===== src/rtl/rs_stream_if.sv =====
// Valid/ready stream bundle for the Reed-Solomon stream encoder: message beats
// in, codeword beats out.
interface rs_stream_if #(
    parameter int W = 32
);
    // A beat transfers on a rising clk edge where valid && ready. Once valid is
    // raised, the source holds data (and last/parity) stable until it transfers.
    logic         in_valid;
    logic         in_ready;
    logic [W-1:0] in_data;
    logic         out_valid;
    logic         out_ready;
    logic [W-1:0] out_data;
    logic         out_last;
    logic         out_parity;

    modport slave (
        input  in_valid, in_data, out_ready,
        output in_ready, out_valid, out_data, out_last, out_parity
    );

    modport master (
        output in_valid, in_data, out_ready,
        input  in_ready, out_valid, out_data, out_last, out_parity
    );
endinterface


===== src/rtl/rs_stream_encoder.sv =====
// Systematic Reed-Solomon encoder that forwards message beats and then appends
// the parity beats, with a per-frame shortened length and a per-frame bypass.
module rs_stream_encoder #(
    parameter int               EGF_DIM       = 8,
    parameter logic [EGF_DIM:0] EGF_PRIM      = 9'h11D,
    parameter int               ENC_SYM       = 4,
    parameter int               RSC_PAR_LEN   = 16,
    parameter int               RSC_FCR       = 0,
    parameter int               MAX_MSG_BEATS = 59
) (
    input  logic                             clk,
    input  logic                             rst,
    input  logic [$clog2(MAX_MSG_BEATS+1)-1:0] cfg_msg_beats,
    input  logic                             cfg_bypass,
    rs_stream_if.slave                       strm,
    output logic [1:0]                       dbg_state
);
    localparam int SW  = ENC_SYM * EGF_DIM;
    localparam int PW  = RSC_PAR_LEN * EGF_DIM;
    localparam int PB  = RSC_PAR_LEN / ENC_SYM;
    localparam int CW  = $clog2(MAX_MSG_BEATS + 1);
    localparam int PCW = (PB > 1) ? $clog2(PB) : 1;

    function automatic logic [EGF_DIM-1:0] gf_mul(input logic [EGF_DIM-1:0] a,
                                                  input logic [EGF_DIM-1:0] b);
        logic [EGF_DIM-1:0] r;
        logic [EGF_DIM-1:0] x;
        r = '0;
        x = a;
        for (int i = 0; i < EGF_DIM; i++) begin
            if (b[i]) r = r ^ x;
            x = x[EGF_DIM-1] ? ((x << 1) ^ EGF_PRIM[EGF_DIM-1:0]) : (x << 1);
        end
        return r;
    endfunction

    // Expands prod(x + alpha^(FCR+i)); the monic top coefficient is implicit.
    function automatic logic [PW-1:0] gen_poly();
        logic [EGF_DIM-1:0] g [RSC_PAR_LEN+1];
        logic [EGF_DIM-1:0] root;
        logic [PW-1:0]      flat;
        for (int j = 0; j <= RSC_PAR_LEN; j++) g[j] = '0;
        g[0] = EGF_DIM'(1);
        root = EGF_DIM'(1);
        for (int i = 0; i < RSC_FCR; i++) root = gf_mul(root, EGF_DIM'(2));
        for (int i = 0; i < RSC_PAR_LEN; i++) begin
            for (int j = i + 1; j > 0; j--) g[j] = g[j-1] ^ gf_mul(root, g[j]);
            g[0] = gf_mul(root, g[0]);
            root = gf_mul(root, EGF_DIM'(2));
        end
        for (int j = 0; j < RSC_PAR_LEN; j++) flat[j*EGF_DIM +: EGF_DIM] = g[j];
        return flat;
    endfunction

    localparam logic [PW-1:0] GEN = gen_poly();

    // One beat of the division LFSR, lane 0 first since it is the highest degree.
    function automatic logic [PW-1:0] rs_step(input logic [PW-1:0] par,
                                              input logic [SW-1:0] data);
        logic [PW-1:0]      p;
        logic [EGF_DIM-1:0] fb;
        p = par;
        for (int l = 0; l < ENC_SYM; l++) begin
            fb = data[l*EGF_DIM +: EGF_DIM] ^ p[(RSC_PAR_LEN-1)*EGF_DIM +: EGF_DIM];
            for (int j = RSC_PAR_LEN - 1; j > 0; j--)
                p[j*EGF_DIM +: EGF_DIM] = p[(j-1)*EGF_DIM +: EGF_DIM]
                                        ^ gf_mul(fb, GEN[j*EGF_DIM +: EGF_DIM]);
            p[0 +: EGF_DIM] = gf_mul(fb, GEN[0 +: EGF_DIM]);
        end
        return p;
    endfunction

    typedef enum logic [1:0] {IDLE = 2'd0, MSG = 2'd1, PAR = 2'd2} state_t;

    state_t          state_q, state_d;
    logic [CW-1:0]   msg_q, msg_d, cnt_q, cnt_d, start_beats;
    logic [PCW-1:0]  pcnt_q, pcnt_d;
    logic            byp_q, byp_d, byp_eff, beat_last;
    logic [PW-1:0]   par_q, par_d, par_upd;
    logic            ov_q, ov_d, ol_q, ol_d, op_q, op_d;
    logic [SW-1:0]   od_q, od_d;
    logic            out_free;

    assign out_free        = !ov_q || strm.out_ready;
    assign strm.out_valid  = ov_q;
    assign strm.out_data   = od_q;
    assign strm.out_last   = ol_q;
    assign strm.out_parity = op_q;
    assign dbg_state       = state_q;

    always_comb begin
        state_d = state_q;
        msg_d   = msg_q;
        byp_d   = byp_q;
        cnt_d   = cnt_q;
        pcnt_d  = pcnt_q;
        par_d   = par_q;
        ov_d    = ov_q;
        od_d    = od_q;
        ol_d    = ol_q;
        op_d    = op_q;
        if (cfg_msg_beats == '0)                     start_beats = CW'(1);
        else if (cfg_msg_beats > CW'(MAX_MSG_BEATS)) start_beats = CW'(MAX_MSG_BEATS);
        else                                         start_beats = cfg_msg_beats;
        par_upd   = rs_step(par_q, strm.in_data);
        byp_eff   = (state_q == IDLE) ? cfg_bypass : byp_q;
        beat_last = (state_q == IDLE) ? (start_beats == CW'(1))
                                      : (cnt_q + CW'(1) == msg_q);
        strm.in_ready = (state_q != PAR) && out_free;
        if (out_free) ov_d = 1'b0;

        case (state_q)
            IDLE, MSG: begin
                if (strm.in_valid && out_free) begin
                    ov_d = 1'b1;
                    od_d = strm.in_data;
                    op_d = 1'b0;
                    ol_d = byp_eff && beat_last;
                    if (state_q == IDLE) begin
                        msg_d = start_beats;
                        byp_d = cfg_bypass;
                        cnt_d = CW'(1);
                    end else begin
                        cnt_d = cnt_q + CW'(1);
                    end
                    if (!beat_last) begin
                        state_d = MSG;
                        par_d   = par_upd;
                    end else if (byp_eff) begin
                        state_d = IDLE;
                        par_d   = '0;
                        cnt_d   = '0;
                    end else begin
                        state_d = PAR;
                        par_d   = par_upd;
                        pcnt_d  = '0;
                        cnt_d   = '0;
                    end
                end
            end
            PAR: begin
                if (out_free) begin
                    ov_d = 1'b1;
                    op_d = 1'b1;
                    for (int l = 0; l < ENC_SYM; l++)
                        od_d[l*EGF_DIM +: EGF_DIM] = par_q[(RSC_PAR_LEN-1-l)*EGF_DIM +: EGF_DIM];
                    // Shifting up by a beat keeps the next beat's symbols at the top.
                    par_d  = par_q << SW;
                    pcnt_d = pcnt_q + PCW'(1);
                    ol_d   = (pcnt_q == PCW'(PB - 1));
                    if (pcnt_q == PCW'(PB - 1)) begin
                        state_d = IDLE;
                        par_d   = '0;
                        pcnt_d  = '0;
                    end
                end
            end
            default: state_d = IDLE;
        endcase
    end

    always_ff @(posedge clk) begin
        if (rst) begin
            state_q <= IDLE;
            msg_q   <= '0;
            byp_q   <= 1'b0;
            cnt_q   <= '0;
            pcnt_q  <= '0;
            par_q   <= '0;
            ov_q    <= 1'b0;
            od_q    <= '0;
            ol_q    <= 1'b0;
            op_q    <= 1'b0;
        end else begin
            state_q <= state_d;
            msg_q   <= msg_d;
            byp_q   <= byp_d;
            cnt_q   <= cnt_d;
            pcnt_q  <= pcnt_d;
            par_q   <= par_d;
            ov_q    <= ov_d;
            od_q    <= od_d;
            ol_q    <= ol_d;
            op_q    <= op_d;
        end
    end
endmodule

===== src/flat_wrapper.sv =====
// flat-port wrapper written by rule: the top's interface ports become plain ports
module rs_stream_encoder_flat 
#(
    parameter int               EGF_DIM       = 8,
    parameter logic [EGF_DIM:0] EGF_PRIM      = 9'h11D,
    parameter int               ENC_SYM       = 4,
    parameter int               RSC_PAR_LEN   = 16,
    parameter int               RSC_FCR       = 0,
    parameter int               MAX_MSG_BEATS = 59
)
  (clk, rst, cfg_msg_beats, cfg_bypass, dbg_state, strm_in_valid, strm_in_data, strm_out_ready, strm_in_ready, strm_out_valid, strm_out_data, strm_out_last, strm_out_parity);
  rs_stream_if strm_i ();
  input  logic clk;
  input  logic rst;
  input  logic [$clog2(MAX_MSG_BEATS+1)-1:0] cfg_msg_beats;
  input  logic cfg_bypass;
  output logic [1:0] dbg_state;
  input wire logic [$bits(strm_i.in_valid)-1:0] strm_in_valid;
  input wire logic [$bits(strm_i.in_data)-1:0] strm_in_data;
  input wire logic [$bits(strm_i.out_ready)-1:0] strm_out_ready;
  output wire logic [$bits(strm_i.in_ready)-1:0] strm_in_ready;
  output wire logic [$bits(strm_i.out_valid)-1:0] strm_out_valid;
  output wire logic [$bits(strm_i.out_data)-1:0] strm_out_data;
  output wire logic [$bits(strm_i.out_last)-1:0] strm_out_last;
  output wire logic [$bits(strm_i.out_parity)-1:0] strm_out_parity;
  assign strm_i.in_valid = strm_in_valid;
  assign strm_i.in_data = strm_in_data;
  assign strm_i.out_ready = strm_out_ready;
  assign strm_in_ready = strm_i.in_ready;
  assign strm_out_valid = strm_i.out_valid;
  assign strm_out_data = strm_i.out_data;
  assign strm_out_last = strm_i.out_last;
  assign strm_out_parity = strm_i.out_parity;
  rs_stream_encoder #(.EGF_DIM(EGF_DIM), .EGF_PRIM(EGF_PRIM), .ENC_SYM(ENC_SYM), .RSC_PAR_LEN(RSC_PAR_LEN), .RSC_FCR(RSC_FCR), .MAX_MSG_BEATS(MAX_MSG_BEATS)) u_core (.clk(clk), .rst(rst), .cfg_msg_beats(cfg_msg_beats), .cfg_bypass(cfg_bypass), .strm(strm_i), .dbg_state(dbg_state));
endmodule

===== config.mk =====
export PLATFORM = sky130hd
export DESIGN_NAME = rs_stream_encoder_flat
export DESIGN_NICKNAME = d
export VERILOG_FILES = /design/src/rtl/rs_stream_if.sv /design/src/rtl/rs_stream_encoder.sv /design/src/flat_wrapper.sv
export SDC_FILE = /design/constraint.sdc
export NUM_CORES = 1
export LEC_CHECK = 0
export ABC_AREA = 0
export CAP_MARGIN = 10
export CORE_ASPECT_RATIO = 1.75
export CORE_MARGIN = 1.5
export CORE_UTILIZATION = 63
export DETAILED_ROUTE_END_ITERATION = 6
export GPL_TIMING_DRIVEN = 0
export PLACE_DENSITY = 0.86
export SETUP_SLACK_MARGIN = 0.1
export SYNTH_ARGS = -nofsm -noshare
export SYNTH_HDL_FRONTEND = slang
export SYNTH_SLANG_ARGS = --single-unit

===== constraint.sdc =====
create_clock -name clk -period 15.8 [get_ports clk]
set_input_delay 4.74 -clock clk [delete_from_list [all_inputs] [get_ports clk]]
set_output_delay 4.74 -clock clk [all_outputs]
set_load 0.05 [all_outputs]

==> results of run 1 <==
==> synth_stat cells, drive strengths merged <==
master and instances:
nand4 1, a211oi 4, and3 25, a22o 3, or4 2, a31oi 23, o2bb2ai 3, ha 2
a311oi 32, nor3 55, xor3 11, dfxtp 180, or2 1, a21oi 50, nand4b 2, nor2b 4
inv 3, o32ai 3, o22ai 19, xor2 161, o311ai 1, a221oi 45, nor2 126, xnor3 89
and2 3, nand2b 6, nand2 132, a22oi 24, clkbuf 86, o21ai 15, or3 2, mux2i 2
xnor2 753, o22a 1, nand3 28, buf 18, a2bb2oi 2
==> per-layer routing <==
metal / overflow / global-route usage, %
met3: 6 / 58.9
met1: 6 / 77.2
met4: 102 / 70.3
met2: 145 / 87.8
met5: 0 / 21.8
==> cell families after synthesis <==
| logic type | after synthesis |
|---|---|
| mux | 2 |
| flops | 180 |
| simple gates | 387 |
| buf+inv | 107 |
| compound gates | 225 |
| xor+xnor | 1014 |
| fa+ha+maj | 2 |
==> stage by stage <==
step / util [%] / setup slack, ns
4_1_cts: 71.7 / 3.30
3_5_place_dp: 69.5 / 2.86
3_3_place_gp: 68.8 / 2.46
2_1_floorplan: - / 5.68
==> summary.txt, run 1 <==
Yosys
  – Mux share of post-synthesis cell area: 0.111%
  – Post-synthesis adder-cell area fraction: 0.139%
  – Synth cell types: between 40 and 50
  – Post-Synth XOR/XNOR Area: around 59%
  – Combinational family with the most area after synthesis: XOR/XNOR gates
  – Synth top area share: a little over a third
  – Mean Syn Cell Area: around 9.4 um2
  – FF+latch count, synth: 180
  – Cell Area, Synth: 18100 um2
  – Cells after Synth: ~1900
  – Yosys warns: 0
  – Simple-gate portion of the synthesized area: 9.30%
  – Synth Area in Compound Gates: 8.79%
  – Synth top area cells: xnor2_1, dfxtp_1, xnor3_1
  – Post-synthesis sequential area ratio: 20.0%
  – Syn Nets: 1962
  – Leading area contributor after synthesis: xnor2_1

Clock tree
  – H-tree depth: 4
  – # hold bufs at CTS: 0
  – CTS sink count: 180
  – Cts bufs inserted: 17
  – CTS-repair resized insts: 0
  – CTS root buffer: clkbuf_16
  – Max clock buf depth: 2
  – Post CTS Setup Buffer Count: 0

Status
  – Status: did not finish
  – Error msg: [ERROR GRT-0116] Global routing finished with congestion. Check the congestion regions in the DRC Viewer.
  – Failing step: global routing (5_1_grt)

Place
  – Port Buffers: 79
  – # placed instances: 2382
  – GP Congestion: 1.27
  – DP HPWL: around 69 mm
  – DP Area: 19500 um2

GRT
  – Largest net degree at the start of global routing: 21
  – Total grt overflow: 259
  – Gr usage total: 73.9%
  – Vias in the first global route: 18984
  – First-pass GRT wire length: 157 mm

Floorplan
  – Initial Util: 64.3%
  – Num rows: 81
  – Die Wd: 131 um
  – Die Height: 227 um
  – IO Pins: 81
==> inputs of run 2 (changes only) <==
--- a/config.mk
+++ b/config.mk
@@ -7,13 +7,11 @@
 export LEC_CHECK = 0
 export ABC_AREA = 0
 export CAP_MARGIN = 10
-export CORE_ASPECT_RATIO = 1.75
 export CORE_MARGIN = 1.5
-export CORE_UTILIZATION = 63
+export CORE_UTILIZATION = 40
 export DETAILED_ROUTE_END_ITERATION = 6
 export GPL_TIMING_DRIVEN = 0
-export PLACE_DENSITY = 0.86
-export SETUP_SLACK_MARGIN = 0.1
+export PLACE_DENSITY_LB_ADDON = 0.15
 export SYNTH_ARGS = -nofsm -noshare
 export SYNTH_HDL_FRONTEND = slang
 export SYNTH_SLANG_ARGS = --single-unit
==> run 2 against run 1 <==
- the flow now finishes without violations
- area after synthesis did not move
- synthesized cell count did not move
==> summary.txt, run 2 <==
Floorplan
  – Initial Util: 40.6%
  – Die Wd: around 220 um
  – Core box area: roughly 44000 um2
  – IO Pins: around 80
  – Die Height: 215 um
  – Area of the die: 46400 um2
  – Num rows: 77

Yosys
  – FF+latch count, synth: 180
  – Synth top area share: 35.0%
  – Syn Nets: roughly 2000
  – Synth Area in Compound Gates: between 8 and 9%
  – Post-synthesis adder-cell area fraction: 0.139%
  – Cells after Synth: 1917
  – Leading area contributor after synthesis: xnor2_1
  – EDFF count, synth: 0
  – Mux share of post-synthesis cell area: 0.111%
  – Mean Syn Cell Area: 9.42 um2
  – Post-synthesis async set-or-reset flop share: 0%
  – Cell Area, Synth: approximately 18000 um2
  – Synth top area cells: xnor2_1, dfxtp_1, xnor3_1
  – Synth cell types: 44
  – Most frequent cells after synthesis: xnor2_1, dfxtp_1, xor2_1
  – Combinational family with the most area after synthesis: XOR/XNOR gates
  – Top-count cell post-synth: xnor2_1
  – Simple-gate portion of the synthesized area: 9.30%
  – Main flop type after synthesis: dfxtp_1
  – Post-synthesis sequential area ratio: 20.0%
  – Post-Synth XOR/XNOR Area: 59.3%
  – Yosys warns: 0

Routing
  – Drt first-iter violations: 2574
  – Vias per cell: 5.98
  – DRT Wirelength: 98.2 mm
  – Antenna-violating nets left: 0
  – Vias post-DR: between 15000 and 20000
  – First-pass DRT Iterations: 6
  – # DRC: 0
  – DR WL/cell: 37.3 um

Clock tree
  – Cts bufs inserted: 17
  – CTS-repair resized insts: 0
  – # hold bufs at CTS: 0
  – CTS tree: yes
  – H-tree depth: 4
  – CTS root buffer: clkbuf_16
  – Clock transition at the registers of the reported paths: 0.08 ns
  – Max clock buf depth: 2
  – Clock latency on the worst-skew pair: 0.51 ns
  – Post CTS Setup Buffer Count: 0
  – CTS sink count: 180

Worst hold path
  – Hold path cells: 2
  – Hold Crit Endpoint: u_core.strm.out_parity
  – Hold Path Origin: u_core.strm.out_parity
  – Hold WC Path Type: flip-flop to flip-flop

Timing
  – Worst Max-Slew Pin Slew: 1.38 ns
  – Final Slew Violations: 0
  – Final setup TNS: 0 ns
  – Setup violators final: 0
  – Fin worst setup slack: 2.53 ns
  – Period Utilization, post-route: a little over four fifths
  – Slew margin rel.: approximately 7.2%
  – RSZ-0062 raised after global routing: false
  – Fmax achieved: 0.0754 GHz
  – Fin. Hold Viols: 0
  – Final min period: 13.27 ns
  – Clk_skew: ~0.022 ns

Cells and area
  – Nets: between 2000 and 2500
  – Layout Area Growth over Synthesis: 13.0%
  – Number of flip-flops in the largest register: between 100 and 150
  – Highest-count cells in the layout ignoring fill and taps: xnor2_1, dfxtp_1, xor2_1
  – Post-route cell area: 20400 um2
  – Share of cells above drive strength 1: 5.93%
  – Most flop-heavy register: u_core.par_q
  – Most common cell after layout, fill and taps aside: xnor2_1

Critical path
  – WP data arrival: 13.60 ns
  – Most Frequent Cell on Critical Path: xnor2_1
  – Crit-path cells: clkdlybuf4s50_1 > xnor2_2 > buf_2 > xnor2_1 > xnor2_2 > xnor2_1 > xnor2_1 > xnor3_1 > buf_1 > xnor2_1 > buf_6 > xnor2_1 > xnor2_1 > a221oi_1 > nor3_1
  – Reg-to-Reg Start: u_core.par_q[121]
  – CP Capture Type: flip-flop
  – CP max stage delay: 1.26 ns
  – Startpoint Class: input pin
  – Crit Path Category: input pin to flip-flop
  – R2r setup slk: 6.89 ns
  – Worst Reg-to-Reg Cells: 14
  – Max FO, Critical Path: 10
  – Reg-to-Reg End: u_core.par_q[82]
  – Required @ worst endpoint: 16.13 ns
  – Slowest cell on crit path: xnor2_1

GRT
  – First-pass GRT wire length: 131 mm
  – Initial antenna violation count: 7
  – Vias in the first global route: roughly 15000
  – Largest net degree at the start of global routing: 19
  – Total grt overflow: 0
  – Gr usage total: 42.4%

Place
  – GP Congestion: around 1.1
  – Post-Place Setup Slack: 2.56 ns
  – DP Area: 19800 um2
  – Port Buffers: 79
  – DP HPWL: between 70 and 80 mm

Run
  – Max Cap Viol: 0

Status
  – Status: completed
## run 2: cell counts after synthesis
Identical to the previous run, type by type.
## run 2: logic make-up after synthesis
family,after synthesis
AOI/OAI and AO/OA,225
xor gates and xnor gates,1014
adders and majority gates,2
buffers and inverters,107
DFF,180
muxes,2
and+or+nand+nor,387
## run 2: worst max path at each step
stage                                from               end  slack (ns)
after floorplan            strm_out_ready     strm_in_ready        5.68
after global placement    strm_in_data[7]  u_core.par_q[89]        2.01
after detailed placement  strm_in_data[1]  u_core.par_q[82]        2.56
after CTS                 strm_in_data[1]  u_core.par_q[82]        3.04
after global routing      strm_in_data[1]  u_core.par_q[82]        2.88
final                     strm_in_data[1]  u_core.par_q[82]        2.53
## run 2: critical path: cells and delay by family
kind / cells / cell delay, ns
and+or+nand+nor: 1 / 0.10
buffers and inverters: 4 / 2.26
xor gates and xnor gates: 9 / 5.53
AOI/OAI and AO/OA: 1 / 0.92
## run 2: layer usage
| metal | routed length (um) | global-route usage (%) | part of all wire [%] |
|---|---|---|---|
| met5 | 34 | 0 | 0.035 |
| met4 | 9270 | 32.7 | 9.4 |
| met3 | 10300 | 9.80 | 10 |
| met2 | 40100 | 61.1 | 41 |
| met1 | 38500 | 54.8 | 39 |
## run 2: cell type report
cell class | count | area, um2
inverter | 3 | 11.3
sequential | 180 | 3600
clock inverter | 14 | 160
timing repair buffer | 90 | 930
buffer | 104 | 425
fill | 4415 | 24000
multi-input combinational | 1630 | 14100
antenna | 1 | 2.50
tap | 592 | 741
clock buffer | 18 | 439
## run 2: through the flow
step / util, % / cells / hold slack, ns
6_report: 45.9 / 2632 / 0.460
3_5_place_dp: 44.6 / 2599 / 0.450
4_1_cts: 45.9 / 2631 / 0.462
5_1_grt: 45.9 / 2631 / 0.483
3_3_place_gp: 44.1 / 2588 / 0.444
2_1_floorplan: - / 1917 / 0.436
Power of run 2 is not shown: default switching activity piles up to over one toggle a cycle in this logic, so the estimate is an artifact.
==> inputs of run 3 (changes only) <==
==> constraint.sdc (replaced) <==
create_clock -name clk -period 12 [get_ports clk]
set_input_delay 3.6 -clock clk [delete_from_list [all_inputs] [get_ports clk]]
set_output_delay 3.6 -clock clk [all_outputs]
set_load 0.05 [all_outputs]
==> results of run 3 <==
The final DEF is identical to that of run 2. Status: complete, but fails checks: setup timing.
Among the figures that moved: setup slack after placement 2.56 ns -> -0.102 ns; setup slack after layout 2.53 ns -> -0.127 ns; setup TNS 0 ns -> -0.127 ns; number of setup violations in the final report 0 -> 1; register-to-register setup slack 6.89 ns -> 3.09 ns
Power of run 3 is left out for the same reason.
==> inputs of run 4 (changes only) <==
--- a/config.mk
+++ b/config.mk
@@ -10,7 +10,6 @@
 export CORE_MARGIN = 1.5
 export CORE_UTILIZATION = 40
 export DETAILED_ROUTE_END_ITERATION = 6
-export GPL_TIMING_DRIVEN = 0
 export PLACE_DENSITY_LB_ADDON = 0.15
 export SYNTH_ARGS = -nofsm -noshare
 export SYNTH_HDL_FRONTEND = slang
==> constraint.sdc (replaced) <==
create_clock -name clk -period 12 [get_ports clk]
set_input_delay 3.6 -clock clk [delete_from_list [all_inputs] [get_ports clk]]
set_output_delay 3.6 -clock clk [all_outputs]
set_load 0.005 [all_outputs]
==> run 4 against run 3 <==
- the flow now finishes without violations
- first-iteration DRC count decreased by 17%
- worst hold slack improved by 0.0010 ns
- critical path depth decreased by 2
- critical path type unchanged
- largest cell class unchanged
==> summary.txt, run 4 (same netlist as run 2, synthesis figures left out) <==
Clock tree
  – Cts bufs inserted: 17
  – # hold bufs at CTS: 0
  – Clock transition at the registers of the reported paths: approximately 0.08 ns
  – Max clock buf depth: 2
  – CTS-repair resized insts: 0
  – Clock latency on the worst-skew pair: 0.53 ns
  – CTS tree: yes
  – Post CTS Setup Buffer Count: 0
  – CTS root buffer: clkbuf_16
  – H-tree depth: 4
  – CTS sink count: 180

Cells and area
  – Multi-input logic area: 14100 um2
  – Most flop-heavy register: u_core.par_q
  – Most common cell after layout, fill and taps aside: xnor2_1
  – FILL cells: 4387
  – Highest-count cells in the layout ignoring fill and taps: xnor2_1, dfxtp_1, xor2_1
  – Nets: 2059
  – Post-route cell area: roughly 21000 um2
  – Number of flip-flops in the largest register: 128
  – Layout Area Growth over Synthesis: 14.4%
  – Share of cells above drive strength 1: 10.0%
  – Reg area: approximately 3600 um2

GRT
  – Vias in the first global route: 14417
  – Initial antenna violation count: 1
  – Total grt overflow: 0
  – First-pass GRT wire length: 125 mm
  – Gr usage total: 39.8%
  – Largest net degree at the start of global routing: between 100 and 150

Floorplan
  – Area of the die: 46400 um2
  – Initial Util: about two fifths
  – Num rows: 77
  – Core box area: 44400 um2
  – IO Pins: 81
  – Die Wd: 215 um
  – Die Height: 215 um

Critical path
  – Crit Path Category: input pin to flip-flop
  – Max FO, Critical Path: 8
  – Slowest cell on crit path: xnor3_1
  – CP Capture Type: flip-flop
  – Required @ worst endpoint: 12.35 ns
  – CP max stage delay: 1.16 ns
  – Most Frequent Cell on Critical Path: xnor2_1
  – Startpoint Class: input pin
  – WP data arrival: 10.66 ns
  – Crit-path cells: clkdlybuf4s50_1 > xor2_1 > xnor3_1 > xnor2_1 > xnor3_1 > xnor3_2 > xnor2_2 > xor2_2 > xnor2_4 > xnor2_1 > xnor2_1 > xnor2_1 > o22ai_1

Status
  – Status: completed

Routing
  – Antenna-violating nets left: 0
  – Drt first-iter violations: 2131
  – DRT Wirelength: 91.7 mm
  – Vias per cell: 5.81
  – Vias post-DR: 15230
  – # DRC: 0
  – DR WL/cell: 35.0 um
  – First-pass DRT Iterations: 6

Timing
  – Worst Max-Slew Pin Slew: roughly 1.2 ns
  – Final Slew Violations: 0
  – Slew margin rel.: 20.0%
  – Fin. Hold Viols: 0
  – Hold Slack: about 0.46 ns
  – Setup violators final: 0
  – Final min period: 10.31 ns
  – Final setup TNS: 0 ns
  – Fmax achieved: around 0.097 GHz
  – Clk_skew: around 0.025 ns
  – Fin worst setup slack: 1.69 ns
  – RSZ-0062 raised after global routing: false
  – Period Utilization, post-route: 85.9%

Worst hold path
  – Hold WC Path Type: flip-flop to flip-flop

Place
  – GP Congestion: 1.06
  – Post-Place Setup Slack: 1.37 ns
  – Port Buffers: 80
  – DP HPWL: about 71 mm
  – DP Area: around 20000 um2

Run
  – Max Cap Viol: 0
-- run 4: cell types whose count changed in the layout (fill, tap and decap cells not counted), sizes merged --
cell,previous run,this run
bufinv,1,0
clkbuf,104,19
clkinvlp,2,1
buf,29,103
inv,11,10
clkinv,3,5
-- run 4: final timing paths --
| kind | startpoint | to | slack, ns | depth (start not counted) |
|---|---|---|---|---|
| min | u_core.strm.out_parity | u_core.strm.out_parity | 0.46 | 2 |
| max | strm_in_data[7] | u_core.par_q[122] | 1.69 | 13 |
| min reg2reg | u_core.strm.out_parity | u_core.strm.out_parity | 0.46 | 2 |
| max reg2reg | u_core.par_q[124] | u_core.par_q[57] | 4.77 | 11 |
-- run 4: layout make-up --
class                      count  area share, %
multi-input combinational   1630           68.4
sequential                   180           17.5
clock buffer                  19           2.14
inverter                       3         0.0545
timing repair buffer         182           7.67
tap                          592           3.59
clock inverter                13          0.654
antenna                        1         0.0121
-- run 4: per-layer routing --
layer,track usage (%),part of all wire (%)
met1,53.0,41
met2,56.8,41
met3,10.7,11
met4,24.8,6.9
met5,0,0
-- run 4: per-stage QoR --
step                      utilization, %  instances
after global routing                46.5       2619
after floorplan                        -       1917
after global placement              45.1       2585
final                               46.5       2620
after CTS                           46.5       2619
after detailed placement            45.2       2587
-- run 4: critical path: cells and delay by family --
| family | cells | cell delay, ns |
|---|---|---|
| buffers and inverters | 1 | 0.55 |
| XOR/XNOR | 11 | 6.37 |
| AO/OA/AOI/OAI | 1 | 0.10 |
Power of run 4 is left out for the same reason.
